--- src/rtl/uart_rx_fifo.sv ---
// Receive FIFO for a UART: buffers characters with their status bits and derives
// the host-facing level, trigger, error-presence, overrun and character-timeout flags.
module uart_rx_fifo #(
  parameter int unsigned DATA_W = 8,
  parameter int unsigned DEPTH  = 16,
  parameter int unsigned ERR_W  = 3,
  parameter int unsigned TO_CYC = 1024,
  localparam int unsigned AW    = $clog2(DEPTH)
) (
  input  logic              clk,
  input  logic              reset,
  input  logic              clr,
  input  logic              fifo_en,
  input  logic              wr_en,
  input  logic [DATA_W-1:0] wr_data,
  input  logic [ERR_W-1:0]  wr_err,
  input  logic              rd_en,
  output logic [DATA_W-1:0] rd_data,
  output logic [ERR_W-1:0]  rd_err,
  output logic              rd_valid,
  input  logic [AW:0]       trig_lvl,
  output logic [AW:0]       count,
  output logic              full,
  output logic              empty,
  output logic              trigger,
  output logic              overrun,
  input  logic              ovr_clr,
  output logic              err_in_fifo,
  output logic              timeout
);

  localparam int unsigned EntryW = DATA_W + ERR_W;
  localparam int unsigned ToW    = $clog2(TO_CYC + 1);
  localparam logic [AW:0]  PtrOne = (AW+1)'(1);
  localparam logic [AW:0]  DepthFull = (AW+1)'(DEPTH);
  localparam logic [ToW-1:0] ToMax = ToW'(TO_CYC);
  localparam logic [ToW-1:0] ToOne = ToW'(1);

  logic [EntryW-1:0] mem_q [DEPTH];

  logic [AW:0]       wr_ptr_q, wr_ptr_d;
  logic [AW:0]       rd_ptr_q, rd_ptr_d;
  logic [AW:0]       err_cnt_q, err_cnt_d;
  logic [ToW-1:0]    to_cnt_q, to_cnt_d;
  logic              overrun_q, overrun_d;
  logic              rd_valid_q, rd_valid_d;
  logic [DATA_W-1:0] rd_data_q, rd_data_d;
  logic [ERR_W-1:0]  rd_err_q, rd_err_d;
  logic              fifo_en_q;
  logic [AW:0]       trig_lvl_q;

  logic [AW:0]       count_w;
  logic [AW:0]       eff_depth;
  logic [AW:0]       trig_eff;
  logic              full_w, empty_w;
  logic              flush;
  logic              rd_acc, wr_acc, wr_drop;
  logic [EntryW-1:0] rd_entry;
  logic [ERR_W-1:0]  rd_entry_err;

  // Mode and trigger level are registered so the status flags depend on state only.
  assign count_w   = wr_ptr_q - rd_ptr_q;
  assign eff_depth = fifo_en_q ? DepthFull : PtrOne;
  assign full_w    = (count_w == eff_depth);
  assign empty_w   = (count_w == '0);
  assign trig_eff  = (trig_lvl_q == '0) ? PtrOne : trig_lvl_q;

  assign flush   = clr || (fifo_en != fifo_en_q);
  assign rd_acc  = rd_en && !empty_w;
  assign wr_acc  = wr_en && (!full_w || rd_acc);
  assign wr_drop = wr_en && full_w && !rd_acc;

  assign rd_entry     = mem_q[rd_ptr_q[AW-1:0]];
  assign rd_entry_err = rd_entry[DATA_W +: ERR_W];

  always_comb begin
    wr_ptr_d   = wr_ptr_q;
    rd_ptr_d   = rd_ptr_q;
    err_cnt_d  = err_cnt_q;
    to_cnt_d   = to_cnt_q;
    overrun_d  = overrun_q;
    rd_valid_d = 1'b0;
    rd_data_d  = rd_data_q;
    rd_err_d   = rd_err_q;

    if (flush) begin
      wr_ptr_d  = '0;
      rd_ptr_d  = '0;
      err_cnt_d = '0;
      to_cnt_d  = '0;
      overrun_d = 1'b0;
    end else begin
      if (wr_acc) begin
        wr_ptr_d = wr_ptr_q + PtrOne;
      end
      if (rd_acc) begin
        rd_ptr_d   = rd_ptr_q + PtrOne;
        rd_valid_d = 1'b1;
        rd_data_d  = rd_entry[DATA_W-1:0];
        rd_err_d   = rd_entry_err;
      end

      unique case ({wr_acc && (wr_err != '0), rd_acc && (rd_entry_err != '0)})
        2'b10:   err_cnt_d = err_cnt_q + PtrOne;
        2'b01:   err_cnt_d = err_cnt_q - PtrOne;
        default: err_cnt_d = err_cnt_q;
      endcase

      if (rd_acc || wr_acc || empty_w) begin
        to_cnt_d = '0;
      end else if (to_cnt_q != ToMax) begin
        to_cnt_d = to_cnt_q + ToOne;
      end

      // A fresh drop wins over a same-cycle clear request.
      if (wr_drop) begin
        overrun_d = 1'b1;
      end else if (ovr_clr) begin
        overrun_d = 1'b0;
      end
    end
  end

  always_ff @(posedge clk) begin
    if (reset) begin
      wr_ptr_q   <= '0;
      rd_ptr_q   <= '0;
      err_cnt_q  <= '0;
      to_cnt_q   <= '0;
      overrun_q  <= 1'b0;
      rd_valid_q <= 1'b0;
      rd_data_q  <= '0;
      rd_err_q   <= '0;
      fifo_en_q  <= fifo_en;
      trig_lvl_q <= '0;
    end else begin
      wr_ptr_q   <= wr_ptr_d;
      rd_ptr_q   <= rd_ptr_d;
      err_cnt_q  <= err_cnt_d;
      to_cnt_q   <= to_cnt_d;
      overrun_q  <= overrun_d;
      rd_valid_q <= rd_valid_d;
      rd_data_q  <= rd_data_d;
      rd_err_q   <= rd_err_d;
      fifo_en_q  <= fifo_en;
      trig_lvl_q <= trig_lvl;
    end
  end

  // Storage has no reset; occupancy is tracked entirely by the pointers.
  always_ff @(posedge clk) begin
    if (!reset && !flush && wr_acc) begin
      mem_q[wr_ptr_q[AW-1:0]] <= {wr_err, wr_data};
    end
  end

  assign rd_data     = rd_data_q;
  assign rd_err      = rd_err_q;
  assign rd_valid    = rd_valid_q;
  assign count       = count_w;
  assign full        = full_w;
  assign empty       = empty_w;
  assign trigger     = (count_w >= trig_eff);
  assign overrun     = overrun_q;
  assign err_in_fifo = (err_cnt_q != '0);
  assign timeout     = (to_cnt_q == ToMax);

endmodule

--- config.mk ---
export PLATFORM = sky130hd
export DESIGN_NAME = uart_rx_fifo
export DESIGN_NICKNAME = d
export VERILOG_FILES = /design/src/rtl/uart_rx_fifo.sv
export SDC_FILE = /design/constraint.sdc
export NUM_CORES = 1
export LEC_CHECK = 0
export ABC_AREA = 1
export BUFFER_PORTS_ARGS = -buffer_cell sky130_fd_sc_hd__buf_2
export CAP_MARGIN = 20
export CORE_ASPECT_RATIO = 2
export CORE_MARGIN = 3
export CORE_UTILIZATION = 51
export CTS_BUF_LIST = sky130_fd_sc_hd__clkbuf_16
export CTS_CLUSTER_DIAMETER = 40
export DETAILED_ROUTE_END_ITERATION = 7
export PLACE_DENSITY = 0.74
export RECOVER_POWER = 25
export SYNTH_ARGS = -nofsm -noshare
export SYNTH_HDL_FRONTEND = slang
export SYNTH_SLANG_ARGS = --single-unit
export TNS_END_PERCENT = 10
--- constraint.sdc ---
create_clock -name clk -period 7.8 [get_ports clk]
set_input_delay 0.39 -clock clk [delete_from_list [all_inputs] [get_ports clk]]
set_output_delay 0.39 -clock clk [all_outputs]
set_load 0.1 [all_outputs]
# Word level (Yosys, flattened, before mapping)
# Memory sizes are Yosys's and may differ from the RTL's. A register that Yosys moved wholly into a read port is not among the register bits.
# Index checks and enable logic that the tools add are counted.
[totals]
register_bits = 45
ramBits = 176
in_bits = 23
output_inout_bits = 23
word_cells = 62
mem_count = 1
[mem_list]
columns = ["name", "words", "word_bits", "read_ports", "rd_clocked_by_memory_dff", "wr", "line", "text"]
rows = [
  ["mem_q", 16, 11, 1, 1, 1, "39", "logic [EntryW-1:0] mem_q [DEPTH];"],
]
[classes]
n_addsub = 6
magnitude_cmp = 1
eq_ne = 6
muxes = 10
bitwise_logic = 1
reduce_logical = 27
[ops]
columns = ["op", "n"]
rows = [
  ["$add 5x1->5 const B", 3],
  ["$add 11x1->11 const B", 1],
  ["$eq 11x11->1 const B", 1],
  ["$ne 11x11->1 const B", 1],
  ["$logic_not 5->1", 2],
  ["$mux 5", 2],
  ["$pmux 5 s2", 1],
  ["$logic_and 1x1->1", 8],
  ["$mux 4", 2],
  ["$reduce_bool 3->1", 2],
  ["$eq 5x5->1", 1],
  ["$ge 5x5->1", 1],
  ["$logic_not 1->1", 5],
  ["$mux 1", 5],
  ["$reduce_bool 5->1", 1],
  ["$sub 5x1->5 const B", 1],
  ["$sub 5x5->5", 1],
  ["$logic_or 1x1->1", 4],
  ["$reduce_bool 2->1", 2],
  ["$reduce_or 3->1", 1],
  ["$eq 2x1->1 const B", 1],
  ["$eq 2x2->1 const B", 1],
  ["$reduce_and 2->1", 1],
  ["$reduce_or 2->1", 1],
  ["2 further kinds", 2],
]

# Logic depth before layout (Yosys ltp)
# Gate-level depths: netlist of run 1.
[logic_depth]
word_depth = 9
mapped_depth = 24
depth_no_buf = 23

# Least setup slack after synthesis of run 1
# Ideal clock, no wire load.
[synth_timing]
kind = "register to register"
from = "register wr_ptr_q[0]"
to = "register err_cnt_q[4]"
setup_time_ps = 137
t_arrival_ps = 4171
required_ps = 7663
slack_ps = 3492
path_stages_with_launch = 21
path_buffers = 1
period_less_slack_ps = 4308
cell_sequence = "dfxtp_1 > inv_1 > ha_1 > inv_1 > fa_1 > nor3_1 > nand3_1 > nor2_4 > nand2_4 > nand2_4 > buf_8 > inv_8 > o31ai_1 > ha_1 > inv_1 > fa_1 > nor2_1 > a211oi_1 > xor2_1 > nand2_1 > a21oi_1"
[synth_via]
word_cells_on_any_way = 14
classes_between = "1 x add/sub; 3 x eq/ne; 1 x mux; 9 x reduce/logical"
[synth_rtl]
columns = ["element", "line", "text"]
rows = [
  ["start: declaration", "41", "logic [AW:0] wr_ptr_q, wr_ptr_d;"],
  ["start signal: assignment", "137", "wr_ptr_q <= wr_ptr_d;"],
  ["$sub 5x5->5 *", "62", "assign count_w = wr_ptr_q - rd_ptr_q;"],
  ["net count[1]", "22", "output logic [AW:0] count,"],
  ["$eq 5x5->1 *", "64", "assign full_w = (count_w == eff_depth);"],
  ["net full", "23", "output logic full,"],
  ["$logic_not 1->1 *", "70", "assign wr_acc = wr_en && (!full_w || rd_acc);"],
  ["$logic_or 1x1->1 *", "70", ""],
  ["$logic_and 1x1->1 *", "70", ""],
  ["$logic_and 1x1->1 *", "103", "unique case ({wr_acc && (wr_err != '0), rd_acc && (rd_entry_err != '0)})"],
  ["$eq 2x1->1 / $eq 2x2->1 (equally long branches)", "103", ""],
  ["$pmux 5 s2 / $reduce_bool 2->1 (equally long branches)", "--", ""],
  ["end signal: assignment", "139", "err_cnt_q <= err_cnt_d;"],
  ["end: declaration", "43", "logic [AW:0] err_cnt_q, err_cnt_d;"],
]
# Mark *: on every way through the listed nets, which the timed path passes. The rest lies on a longest branch.
# A chain may end at the register's enable or synchronous reset.

==> results of run 1 <==
==> registers in the layout, indices dropped and copies added (netlist names), named ones only <==
signal	cells
rd_valid	1
overrun	1
mem_q	176
rd_data	8
fifo_en_q	1
to_cnt_q	11
err_cnt_q	5
trig_lvl_q	5
wr_ptr_q	5
rd_ptr_q	5
rd_err	3
==> worst min-delay path by stage <==
stage                                   endpoint  slack [ns]  cells after the start
after floorplan                fifo_en_q$_DFF_P_        0.42                      0
after global placement    rd_err[2]$_SDFFE_PP0P_        0.45                      2
after detailed placement  rd_err[2]$_SDFFE_PP0P_        0.45                      2
after CTS                      fifo_en_q$_DFF_P_        0.02                      1
after global routing           fifo_en_q$_DFF_P_        0.05                      1
final                          fifo_en_q$_DFF_P_        0.04                      1
==> Yosys cell counts, types with 4 or more instances <==
master,count
sky130_fd_sc_hd__o21ai_0,97
sky130_fd_sc_hd__a21oi_1,40
sky130_fd_sc_hd__nand2_1,83
sky130_fd_sc_hd__edfxtp_1,176
sky130_fd_sc_hd__inv_1,75
sky130_fd_sc_hd__clkbuf_1,25
sky130_fd_sc_hd__buf_2,12
sky130_fd_sc_hd__o211ai_1,34
sky130_fd_sc_hd__nand2_2,7
sky130_fd_sc_hd__nand3_1,49
sky130_fd_sc_hd__a21oi_2,7
sky130_fd_sc_hd__nand2_4,4
sky130_fd_sc_hd__nor3_1,12
sky130_fd_sc_hd__nand4_1,5
sky130_fd_sc_hd__nor2_1,156
sky130_fd_sc_hd__dfxtp_1,49
sky130_fd_sc_hd__ha_1,20
sky130_fd_sc_hd__xor2_1,12
==> area by class of cell <==
class | count | area, um2
fill | 1527 | 7660
sequential | 225 | 6270
multi-input combinational | 550 | 2930
clock buffer | 20 | 500
timing repair buffer | 66 | 374
tap | 252 | 315
inverter | 78 | 300
clock inverter | 13 | 125
==> power by group <==
group	switching, mW	leakage (nW)	internal [mW]
Clock	0.423	0.318	0.537
Sequential	0.00702	1.98	1.30
Combinational	0.178	1.60	0.0511
==> per-stage QoR <==
| stage | hold WS, ns | setup slack (ns) |
|---|---|---|
| global route | 0.0507 | 3.25 |
| global placement | 0.450 | 3.99 |
| floorplan | 0.418 | 3.49 |
| CTS | 0.0182 | 3.68 |
| finish | 0.0441 | 3.67 |
| detailed placement | 0.453 | 3.70 |
==> per-layer routing <==
metal | share of wire [%] | vias to the layer above
met4 | 5.7 | 0
met5 | 0 | -
met1 | 34 | 3175
met3 | 5.2 | 71
li1 | - | 3182
met2 | 55 | 221
==> logic make-up after synthesis <==
family	Yosys count	synth area share, %
buffers and inverters	122	5.42
adder cells (fa/ha/maj)	22	2.99
flip-flops	225	64.6
AO/OA/AOI/OAI	188	11.1
AND/OR/NAND/NOR	325	14.5
XOR/XNOR	15	1.36
==> summary.md, run 1 <==
Worst setup path
* 0.85 ns — slowest stage delay, CP
* 16 — Worst path depth
* inv_2, buf_4, o21ai_0, o211ai_1, nand3_1, nand2_1, nor3_1, nor2_1, ha_1, ha_1, nand2_1, nor2_1, a211oi_1, xor2_1, nand2_1, a21oi_1 — cell-by-cell listing of the critical path
* err_cnt_q[4]$_SDFFE_PP0P_ — CP endpoint
* register — crit start category
* 50 — critical path fanouts, max
* register — crit end category
* err_cnt_q[4]$_SDFFE_PP0P_ — r2r endpoint
* sky130_fd_sc_hd__nand2_1 — most numerous cell on the critical path
* reg2reg — Critical Setup Path Class
* 3.67 ns — reg2reg setup slack
* flip-flops — gate family responsible for the most delay along the worst path
* 16 — length in cells of the worst reg-to-reg path
* 4.53 ns — Arr. time, crit path
* 2 — worst path bufs/invs
* 8.20 ns — data required time of the critical path
* sky130_fd_sc_hd__dfxtp_2 — slowest library cell on the worst path

Pwr
* 2.49 mW — overall power consumption
* 3.90 nW — leakage power
* 231 nW/um2 — PwrDens
* 0.000276 V — worst voltage drop across the vdd grid

Route
* 22500 um — wire length after detailed routing
* 5.52 — per-cell via count in the routed design
* 446 — DRT iter0 DRCs
* 0 — Routed Antenna Nets
* 4 — detailed-routing iteration count for the pre-antenna-repair pass
* 6649 — via count
* 0 — DRC violations left
* 18.7 um — post-detailed-route wirelength per cell

Global routing
* 60 — pin count of the biggest net entering global routing
* 25.1% — routing usage on met1
* 35500 um — global-route wire length before repair
* 3.41% — GRT met3 Usage
* met2 — peak-usage layer in the global routing report
* 39.6% — met2 usage in global routing
* 22.3% — overall global routing resource usage
* 6725 — via count of the first global-routing pass
* 0 — aggregate global routing overflow
* 0 — number of antenna violations at the first check in global routing

Final layout
* 1204 — fin cells
* 10800 um2 — finished layout cell area
* 58.5% — Layout Utilization
* 11.6% — area added between synthesis and finish
* 985 — nets@finish
* sky130_fd_sc_hd__edfxtp_1 (176), sky130_fd_sc_hd__nor2_1 (156), sky130_fd_sc_hd__o21ai_0 (97) — top library cells by usage in the layout, fill and taps aside
* 12.7% — share of layout cells above drive strength 1
* 0 — Inserted Diodes
* sky130_fd_sc_hd__edfxtp_1 — most common library cell in the layout ignoring fill and taps

Clocking
* 19 — TritonCTS buffer count
* built — CTS tree
* 0 — count of hold buffers inserted by post-cts repair
* 3 — maximum buffer depth of the clock tree
* sky130_fd_sc_hd__clkbuf_16 — clock root buffer
* 1 — level count of the clock H-tree
* 0 — post-cts resize count
* 0.49 ns — clock latency on the worst-skew pair
* 225 — Sinks on Clock Net
* 0.07 ns — clock-pin slew of the registers on the worst-case setup and hold paths
* 0 — number of setup buffers added after CTS

STA
* 4.13 ns — Final min period
* 0.0179 ns — clock tree skew after final layout
* 0 ns — final sum of negative setup slack
* 38.3% — headroom to the max-slew limit
* 52.9% — final worst-path cycle share
* 0 — count of endpoints failing setup in the final report
* no — unrepaired setup endpoints after global routing
* 0.242 GHz — Peak Freq
* 0 — Final Hold Vio Count
* 0 — final-report max-slew violation count
* 0.925 ns — worst slew pin tran

Min path
* fifo_en — worst min-delay path startpoint
* in2reg — path class of the lowest-slack min-delay path

Yosys
* 897 — number of instances in the synthesized netlist
* 54.5% — proportion of netlist area held by the largest area contributor
* 942 — Synthesized Nets
* 10.8 um2 — per-instance average area after synthesis
* sky130_fd_sc_hd__edfxtp_1 — most common flop cell mapped by yosys
* 176 — number of synthesized flops with an enable pin
* 0 — count of warnings emitted by yosys
* 225 — flops & latches, synth
* sky130_fd_sc_hd__edfxtp_1 — dominant cell type by area after synthesis
* 64.6% — sequential share of the synthesized area
* 9690 um2 — area of the mapped netlist
* 0% — fraction of registers with async set/reset
* 36 — number of distinct library cell variants in the gate-level netlist after synthesis
* sky130_fd_sc_hd__edfxtp_1 (55%), sky130_fd_sc_hd__dfxtp_1 (10%), sky130_fd_sc_hd__nor2_1 (6.0%), sky130_fd_sc_hd__o21ai_0 (5.0%), sky130_fd_sc_hd__nand2_1 (3.2%) — Synth area leaders

Die
* 70 — number of rows in the core area
* 103 um — horizontal die dimension
* 46 — top-level I/O count
* 18500 um2 — core outline area
* 52.5% — starting density of the core
* 20800 um2 — Die Footprint
* 201 um — vertical extent of the die

Place
* 1170 — Inst Count DP
* 10200 um2 — placed standard-cell area
* 0.833 — final weighted congestion in routability-driven placement
* 14800 um — dpl hpwl
* 45 — IO buf count

Flow run
* 0 — max_cap viols

Outcome
* finished clean — result of the run

Power figures use the tool's default switching activity.
==> inputs of run 2 (changes only) <==
--- a/config.mk
+++ b/config.mk
@@ -5,7 +5,7 @@
 export SDC_FILE = /design/constraint.sdc
 export NUM_CORES = 1
 export LEC_CHECK = 0
-export ABC_AREA = 1
+export ABC_AREA = 0
 export BUFFER_PORTS_ARGS = -buffer_cell sky130_fd_sc_hd__buf_2
 export CAP_MARGIN = 20
 export CORE_ASPECT_RATIO = 2
@@ -14,7 +14,7 @@
 export CTS_BUF_LIST = sky130_fd_sc_hd__clkbuf_16
 export CTS_CLUSTER_DIAMETER = 40
 export DETAILED_ROUTE_END_ITERATION = 7
-export PLACE_DENSITY = 0.74
+export PLACE_DENSITY = 0.77
 export RECOVER_POWER = 25
 export SYNTH_ARGS = -nofsm -noshare
 export SYNTH_HDL_FRONTEND = slang
==> constraint.sdc (replaced) <==
create_clock -name clk -period 3.5 [get_ports clk]
set_input_delay 0.175 -clock clk [delete_from_list [all_inputs] [get_ports clk]]
set_output_delay 0.175 -clock clk [all_outputs]
set_load 0.1 [all_outputs]
==> summary.md, run 2 <==
Outcome
* finished with violations — result of the run
* negative setup slack — failing checks

Yosys
* 0 — count of warnings emitted by yosys, unchanged
* sky130_fd_sc_hd__edfxtp_1 (176), sky130_fd_sc_hd__dfxtp_1 (49), sky130_fd_sc_hd__mux4_2 (45), sky130_fd_sc_hd__nor2_1 (36), sky130_fd_sc_hd__a21oi_1 (28) — most numerous cell types in the synthesized netlist
* 562 — number of instances in the synthesized netlist, -37%
* 9200 um2 — area of the mapped netlist, -5.1%
* sky130_fd_sc_hd__edfxtp_1 — top-count cell post-synth
* sky130_fd_sc_hd__edfxtp_1 (57%), sky130_fd_sc_hd__mux4_2 (11%), sky130_fd_sc_hd__dfxtp_1 (11%), sky130_fd_sc_hd__ha_1 (2.7%), sky130_fd_sc_hd__a21oi_1 (1.5%) — Synth area leaders
* 68.1% — sequential share of the synthesized area, +3.5 points
* 607 — Synthesized Nets, -36%
* 225 — flops & latches, synth, unchanged
* 0% — fraction of registers with async set/reset, unchanged
* 53 — number of distinct library cell variants in the gate-level netlist after synthesis, +47%
* sky130_fd_sc_hd__edfxtp_1 — dominant cell type by area after synthesis
* sky130_fd_sc_hd__edfxtp_1 — most common flop cell mapped by yosys
* 176 — number of synthesized flops with an enable pin, unchanged
* 16.4 um2 — per-instance average area after synthesis, +52%
* 57.4% — proportion of netlist area held by the largest area contributor, +2.9 points

Final layout
* sky130_fd_sc_hd__edfxtp_1 (176), sky130_fd_sc_hd__buf_4 (49), sky130_fd_sc_hd__mux4_2 (45) — top library cells by usage in the layout, fill and taps aside
* 0 — Inserted Diodes, unchanged
* 710 — nets@finish, -28%
* 1259 — Filler cells, -18%
* 176 — Largest register FFs, unchanged
* sky130_fd_sc_hd__edfxtp_1 — most common library cell in the layout ignoring fill and taps
* 18.2% — area added between synthesis and finish
* 30.6% — share of layout cells above drive strength 1, +18 points
* 6270 um2 — sequential cell area in the final layout, about the same
* 2890 um2 — area of the multi-input gates, -1.5%

Global routing
* 0 — number of antenna violations at the first check in global routing, unchanged
* 36 — pin count of the biggest net entering global routing, -40%
* 20.2% — overall global routing resource usage, -2.1 points
* 0 — aggregate global routing overflow, unchanged
* 30300 um — global-route wire length before repair, -14%
* 5702 — via count of the first global-routing pass, -15%

Min path
* wr_err[0] — worst min-delay path startpoint
* in2reg — path class of the lowest-slack min-delay path
* 1 — worst hold path depth, unchanged

Die
* 68 — number of rows in the core area, -2.9%
* 46 — top-level I/O count, unchanged
* 196 um — vertical extent of the die, -2.5%
* 52.5% — starting density of the core, about the same
* 101 um — horizontal die dimension, -2.4%
* 17500 um2 — core outline area, -5.2%
* 19800 um2 — Die Footprint, -4.9%

Clocking
* sky130_fd_sc_hd__clkbuf_16 — clock root buffer
* 1 — level count of the clock H-tree, unchanged
* 0.07 ns — clock-pin slew of the registers on the worst-case setup and hold paths, about the same
* 20 — TritonCTS buffer count, +1
* 3 — maximum buffer depth of the clock tree, unchanged
* built — CTS tree
* 225 — Sinks on Clock Net, unchanged
* 0.51 ns — clock latency on the worst-skew pair, +0.02 ns

Route
* 5277 — via count, -21%
* 19400 um — wire length after detailed routing, -14%
* 21.9 um — post-detailed-route wirelength per cell, +17%
* 0 — DRC violations left, unchanged
* 0 — Routed Antenna Nets, unchanged
* 5 — detailed-routing iteration count for the pre-antenna-repair pass, +1
* 231 — DRT iter0 DRCs, -48%
* 5.94 — per-cell via count in the routed design, +7.5%

Place
* 45 — IO buf count, unchanged
* 0.822 — final weighted congestion in routability-driven placement, -1.3%
* 13100 um — dpl hpwl, -11%

STA
* 0.276 GHz — Peak Freq, +14%
* -0.123 ns — PnR worst setup slack, -3.79 ns
* 3.62 ns — Final min period, -0.506 ns
* 104% — final worst-path cycle share, +51 points
* 0.0198 ns — clock tree skew after final layout, +0.00190 ns
* 0.881 ns — worst slew pin tran, -0.0439 ns
* 41.2% — headroom to the max-slew limit, +2.9 points
* 1 — count of endpoints failing setup in the final report, +1
* 0.0532 ns — Min Hold Slack, +0.00914 ns
* yes — unrepaired setup endpoints after global routing
* 0 — final-report max-slew violation count, unchanged
* 0 — Final Hold Vio Count, unchanged

Worst setup path
* reg2reg — Critical Setup Path Class
* wr_ptr_q[0]$_SDFFE_PP0P_ — startpoint of the worst setup timing path
* register — crit end category
* 3 — critical path fanouts, max, -94%
* 4.06 ns — Arr. time, crit path, -0.47 ns
* 3.94 ns — data required time of the critical path, -4.26 ns
* wr_ptr_q[0]$_SDFFE_PP0P_ — Reg-to-Reg Start
* 19 — length in cells of the worst reg-to-reg path, +3
* register — crit start category

Pwr
* 488 nW/um2 — PwrDens, +110%
* 3.74 nW — leakage power, -4.1%
* 5.31 mW — overall power consumption, +110%
* 0.000417 V — worst voltage drop across the vdd grid, +51%

Flow run
* 0 — max_cap viols, unchanged

-- run 2: cell types whose count changed in the layout (fill, tap and decap cells not counted), moves of 40 or more --
cell	before	now
sky130_fd_sc_hd__inv_1	76	18
sky130_fd_sc_hd__mux4_2	0	45
sky130_fd_sc_hd__nand2_1	83	17
sky130_fd_sc_hd__nand3_1	49	9
sky130_fd_sc_hd__nor2_1	156	35
sky130_fd_sc_hd__o21ai_0	97	6
-- run 2: power breakdown --
part           total, mW  internal, mW  leakage (nW)  switching [mW]
Combinational      0.196        0.0610          1.43           0.135
Sequential          2.89          2.88          1.98         0.00457
Clock               2.23          1.23         0.320           0.998
-- run 2: stage by stage --
step	utilization [%]	cell area (um2)	setup WS, ns	TNS (ns)	instances
6_report	62.1	10900	-0.123	-0.123	889
5_1_grt	62.1	10900	-0.282	-0.407	889
4_1_cts	61.9	10800	-0.178	-0.178	888
3_5_place_dp	57.2	10000	-0.241	-0.284	842
3_3_place_gp	57.2	10000	0.0123	0	842
2_1_floorplan	-	9300	-0.470	-1.01	562
-- run 2: kinds of logic after synthesis --
kind of cell,after synthesis,synth area share (%)
flops,225,68.1
simple gates,124,7.45
compound gates,77,5.49
mux,53,12.0
buf+inv,44,2.16
fa+ha+maj,22,3.15
xor+xnor,17,1.62
-- run 2: layout make-up --
cell class	count	area share [%]
clock buffer	20	4.60
clock inverter	16	1.65
multi-input combinational	293	26.6
inverter	20	0.690
sequential	225	57.7
tap	210	2.42
timing repair buffer	105	6.41
-- run 2: path summary, 6_finish.rpt --
| kind | endpoint | slack [ns] |
|---|---|---|
| worst max register to register | err_cnt_q[4]$_SDFFE_PP0P_ | -0.12 |
| worst max-delay path | err_cnt_q[4]$_SDFFE_PP0P_ | -0.12 |
| worst min-delay path | mem_q[9][8]$_DFFE_PP_ | 0.05 |
| worst min register to register | rd_data[4]$_SDFFE_PP0P_ | 0.45 |
-- run 2: repair_timing --
action / 4_1_cts / 5_1_grt
pin swaps: 8 / 4
hold buffers: 8 / 0
endpoints found under the setup margin: 2 / 2
buffers inserted: 2 / 1
gates resized for setup: 8 / 9
endpoints found under the hold margin: 8 / 0
cloned: 0 / 0
-- run 2: critical path: stages (launching register included) --
cell	delay (ns)
sky130_fd_sc_hd__dfxtp_2	0.34
sky130_fd_sc_hd__inv_2	0.05
sky130_fd_sc_hd__ha_4	0.15
sky130_fd_sc_hd__inv_2	0.05
sky130_fd_sc_hd__fa_2	0.21
sky130_fd_sc_hd__nand3_2	0.09
sky130_fd_sc_hd__and3_4	0.17
sky130_fd_sc_hd__or3_4	0.38
sky130_fd_sc_hd__a211oi_4	0.31
sky130_fd_sc_hd__nor2_4	0.09
sky130_fd_sc_hd__o31ai_2	0.07
sky130_fd_sc_hd__ha_2	0.27
sky130_fd_sc_hd__inv_2	0.06
sky130_fd_sc_hd__fa_2	0.37
sky130_fd_sc_hd__nor2b_4	0.14
sky130_fd_sc_hd__o21a_1	0.17
sky130_fd_sc_hd__nor2_2	0.06
sky130_fd_sc_hd__xnor2_1	0.13
sky130_fd_sc_hd__or3_1	0.32
sky130_fd_sc_hd__a21oi_2	0.13
-- run 2: routing by layer --
| metal | global-route usage (%) | vias to the layer above | share of wire [%] |
|---|---|---|---|
| li1 | - | 2393 | - |
| met1 | 21.4 | 2676 | 33 |
| met2 | 37.3 | 150 | 57 |
| met3 | 2.70 | 58 | 4.3 |
| met4 | 11.3 | 0 | 5.3 |
| met5 | 0 | - | 0 |
==> inputs of run 3 (changes only) <==
--- a/config.mk
+++ b/config.mk
@@ -16,6 +16,7 @@
 export DETAILED_ROUTE_END_ITERATION = 7
 export PLACE_DENSITY = 0.77
 export RECOVER_POWER = 25
+export REMOVE_ABC_BUFFERS = 1
 export SYNTH_ARGS = -nofsm -noshare
 export SYNTH_HDL_FRONTEND = slang
 export SYNTH_SLANG_ARGS = --single-unit
==> summary.md, run 3 (synthesis results as in run 2) <==
Route
* 0 — Routed Antenna Nets, unchanged
* 20200 um — wire length after detailed routing, +3.9%
* 289 — DRT iter0 DRCs, +25%
* 5 — detailed-routing iteration count for the pre-antenna-repair pass, unchanged
* 22.9 um — post-detailed-route wirelength per cell, +4.8%
* 6.02 — per-cell via count in the routed design, +1.4%
* 5309 — via count, +0.61%
* 0 — DRC violations left, unchanged

Clocking
* 1 — level count of the clock H-tree, unchanged
* built — CTS tree
* 0.49 ns — clock latency on the worst-skew pair, -0.02 ns
* 0.07 ns — clock-pin slew of the registers on the worst-case setup and hold paths, about the same
* 225 — Sinks on Clock Net, unchanged
* 21 — TritonCTS buffer count, +5.0%
* sky130_fd_sc_hd__clkbuf_16 — clock root buffer
* 3 — maximum buffer depth of the clock tree, unchanged

STA
* 2 — count of endpoints failing setup in the final report, +1
* yes — unrepaired setup endpoints after global routing
* -0.0837 ns — PnR worst setup slack, +0.0398 ns
* 0 — Final Hold Vio Count, unchanged
* -0.107 ns — final sum of negative setup slack, +0.0163 ns
* 0.933 ns — worst slew pin tran, +0.0523 ns
* 0.0135 ns — clock tree skew after final layout, -0.00631 ns
* 0.279 GHz — Peak Freq, +1.1%
* 0 — final-report max-slew violation count, unchanged
* 0.0201 ns — Min Hold Slack, -0.0331 ns
* 102% — final worst-path cycle share, -1.1 points
* 37.8% — headroom to the max-slew limit, -3.4 points
* 3.58 ns — Final min period, -0.0398 ns

Pwr
* 3.70 nW — leakage power, -0.94%
* 0.000454 V — worst voltage drop across the vdd grid, +8.9%
* 490 nW/um2 — PwrDens, +0.37%

Place
* 0.841 — final weighted congestion in routability-driven placement, +2.3%
* 835 — Inst Count DP, -0.83%
* 45 — IO buf count, unchanged
* -0.247 ns — worst slack, placed, -0.00607 ns
* 13600 um — dpl hpwl, +3.2%

Die
* 17500 um2 — core outline area, unchanged
* 101 um — horizontal die dimension, unchanged
* 52.5% — starting density of the core, unchanged
* 19800 um2 — Die Footprint, unchanged
* 196 um — vertical extent of the die, unchanged
* 46 — top-level I/O count, unchanged
* 68 — number of rows in the core area, unchanged

Outcome
* negative setup slack — failing checks
* finished with violations — result of the run

Worst setup path
* err_cnt_q[4]$_SDFFE_PP0P_ — r2r endpoint
* sky130_fd_sc_hd__fa_2 — slowest library cell on the worst path
* 19 — Worst path depth, unchanged
* reg2reg — Critical Setup Path Class
* 3.99 ns — Arr. time, crit path, -0.07 ns
* register — crit start category
* 3.91 ns — data required time of the critical path, -0.03 ns
* err_cnt_q[4]$_SDFFE_PP0P_ — CP endpoint
* 6 — critical path fanouts, max, +3
* 19 — length in cells of the worst reg-to-reg path, unchanged
* sky130_fd_sc_hd__buf_4 — most numerous cell on the critical path
* 0.38 ns — slowest stage delay, CP, about the same
* -0.08 ns — reg2reg setup slack, +0.04 ns
* 5 — worst path bufs/invs, +2
* register — crit end category
* wr_ptr_q[0]$_SDFFE_PP0P_ — startpoint of the worst setup timing path
* adder cells — gate family responsible for the most delay along the worst path
* inv_2, ha_4, inv_2, fa_2, xor2_2, nor3_2, mux2i_4, buf_4, o21ai_4, nor2_1, ha_2, buf_4, buf_4, ha_1, o21a_1, nor2_2, xnor2_1, or3_1, a21oi_2 — cell-by-cell listing of the critical path
* wr_ptr_q[0]$_SDFFE_PP0P_ — Reg-to-Reg Start

Global routing
* 5592 — via count of the first global-routing pass, -1.9%
* 0 — number of antenna violations at the first check in global routing, unchanged
* 33 — pin count of the biggest net entering global routing, -8.3%
* 31000 um — global-route wire length before repair, +2.3%
* 0 — aggregate global routing overflow, unchanged
* 20.9% — overall global routing resource usage, +0.66 points

Final layout
* 17.5% — area added between synthesis and finish
* sky130_fd_sc_hd__edfxtp_1 — most common library cell in the layout ignoring fill and taps
* 176 — Largest register FFs, unchanged
* 882 — fin cells, -0.79%
* 1303 — Filler cells, +3.5%
* 703 — nets@finish, -0.99%
* sky130_fd_sc_hd__edfxtp_1 (176), sky130_fd_sc_hd__mux4_2 (45), sky130_fd_sc_hd__dfxtp_1 (45) — top library cells by usage in the layout, fill and taps aside
* 29.2% — share of layout cells above drive strength 1, -1.5 points
* 0 — Inserted Diodes, unchanged
* 61.7% — Layout Utilization, -0.38 points

Min path
* in2reg — path class of the lowest-slack min-delay path

Flow run
* 0 — max_cap viols, unchanged

## run 3: cell count changes in the layout (fill, tap and decap cells not counted), sizes merged
cell         before  now
buf              89   83
inv              24   23
dlygate4sd3       8    7
clkinvlp          5    4
clkinv            5    7
## run 3: repair_timing
item,4_1_cts,5_1_grt
hold buffers,7,0
setup buffers,3,0
endpoints found under the setup margin,2,2
pin swaps,9,4
hold endpoints to repair,7,0
resized for setup,25,6
## run 3: stage by stage
stage | power [mW] | area (um2)
floorplan | 3.05 | 9080
global placement | 3.12 | 9910
detailed placement | 3.13 | 9910
CTS | 5.34 | 10800
global route | 5.45 | 10800
finish | 5.30 | 10800
## run 3: worst min path at each step
stage / startpoint / end / slack [ns] / cells after the start
after floorplan: fifo_en / fifo_en_q$_DFF_P_ / 0.20 / 0
after global placement: fifo_en / fifo_en_q$_DFF_P_ / 0.31 / 1
after detailed placement: fifo_en / fifo_en_q$_DFF_P_ / 0.31 / 1
after CTS: wr_en / wr_ptr_q[0]$_SDFFE_PP0P_ / 0.01 / 3
after global routing: wr_en / wr_ptr_q[0]$_SDFFE_PP0P_ / 0.04 / 3
final: wr_en / wr_ptr_q[0]$_SDFFE_PP0P_ / 0.02 / 3
## run 3: tightest hold or removal path: stages
cell,delay [ns]
sky130_fd_sc_hd__buf_2,0.15
sky130_fd_sc_hd__nand3_1,0.09
sky130_fd_sc_hd__a21oi_1,0.06
## run 3: power by group
group          switching [mW]  internal (mW)  total, mW
Combinational           0.137         0.0591      0.196
Sequential            0.00481           2.88       2.89
Clock                   0.953           1.26       2.21
Total                    1.09           4.20       5.30
## run 3: final cells by class
type                       instances  area, um2  area share, %
timing repair buffer              97        649           6.01
multi-input combinational        293       2870           26.5
clock inverter                    16        156           1.45
inverter                          20       75.1          0.694
sequential                       225       6270           58.0
clock buffer                      21        526           4.86
tap                              210        263           2.43
## run 3: per-layer routing
metal	vias to the layer above	GRT usage, %	part of all wire, %
li1	2378	-	-
met1	2660	22.6	32
met3	63	2.35	5.5
met4	0	9.81	4.5
met2	208	39.3	58
met5	-	0	0
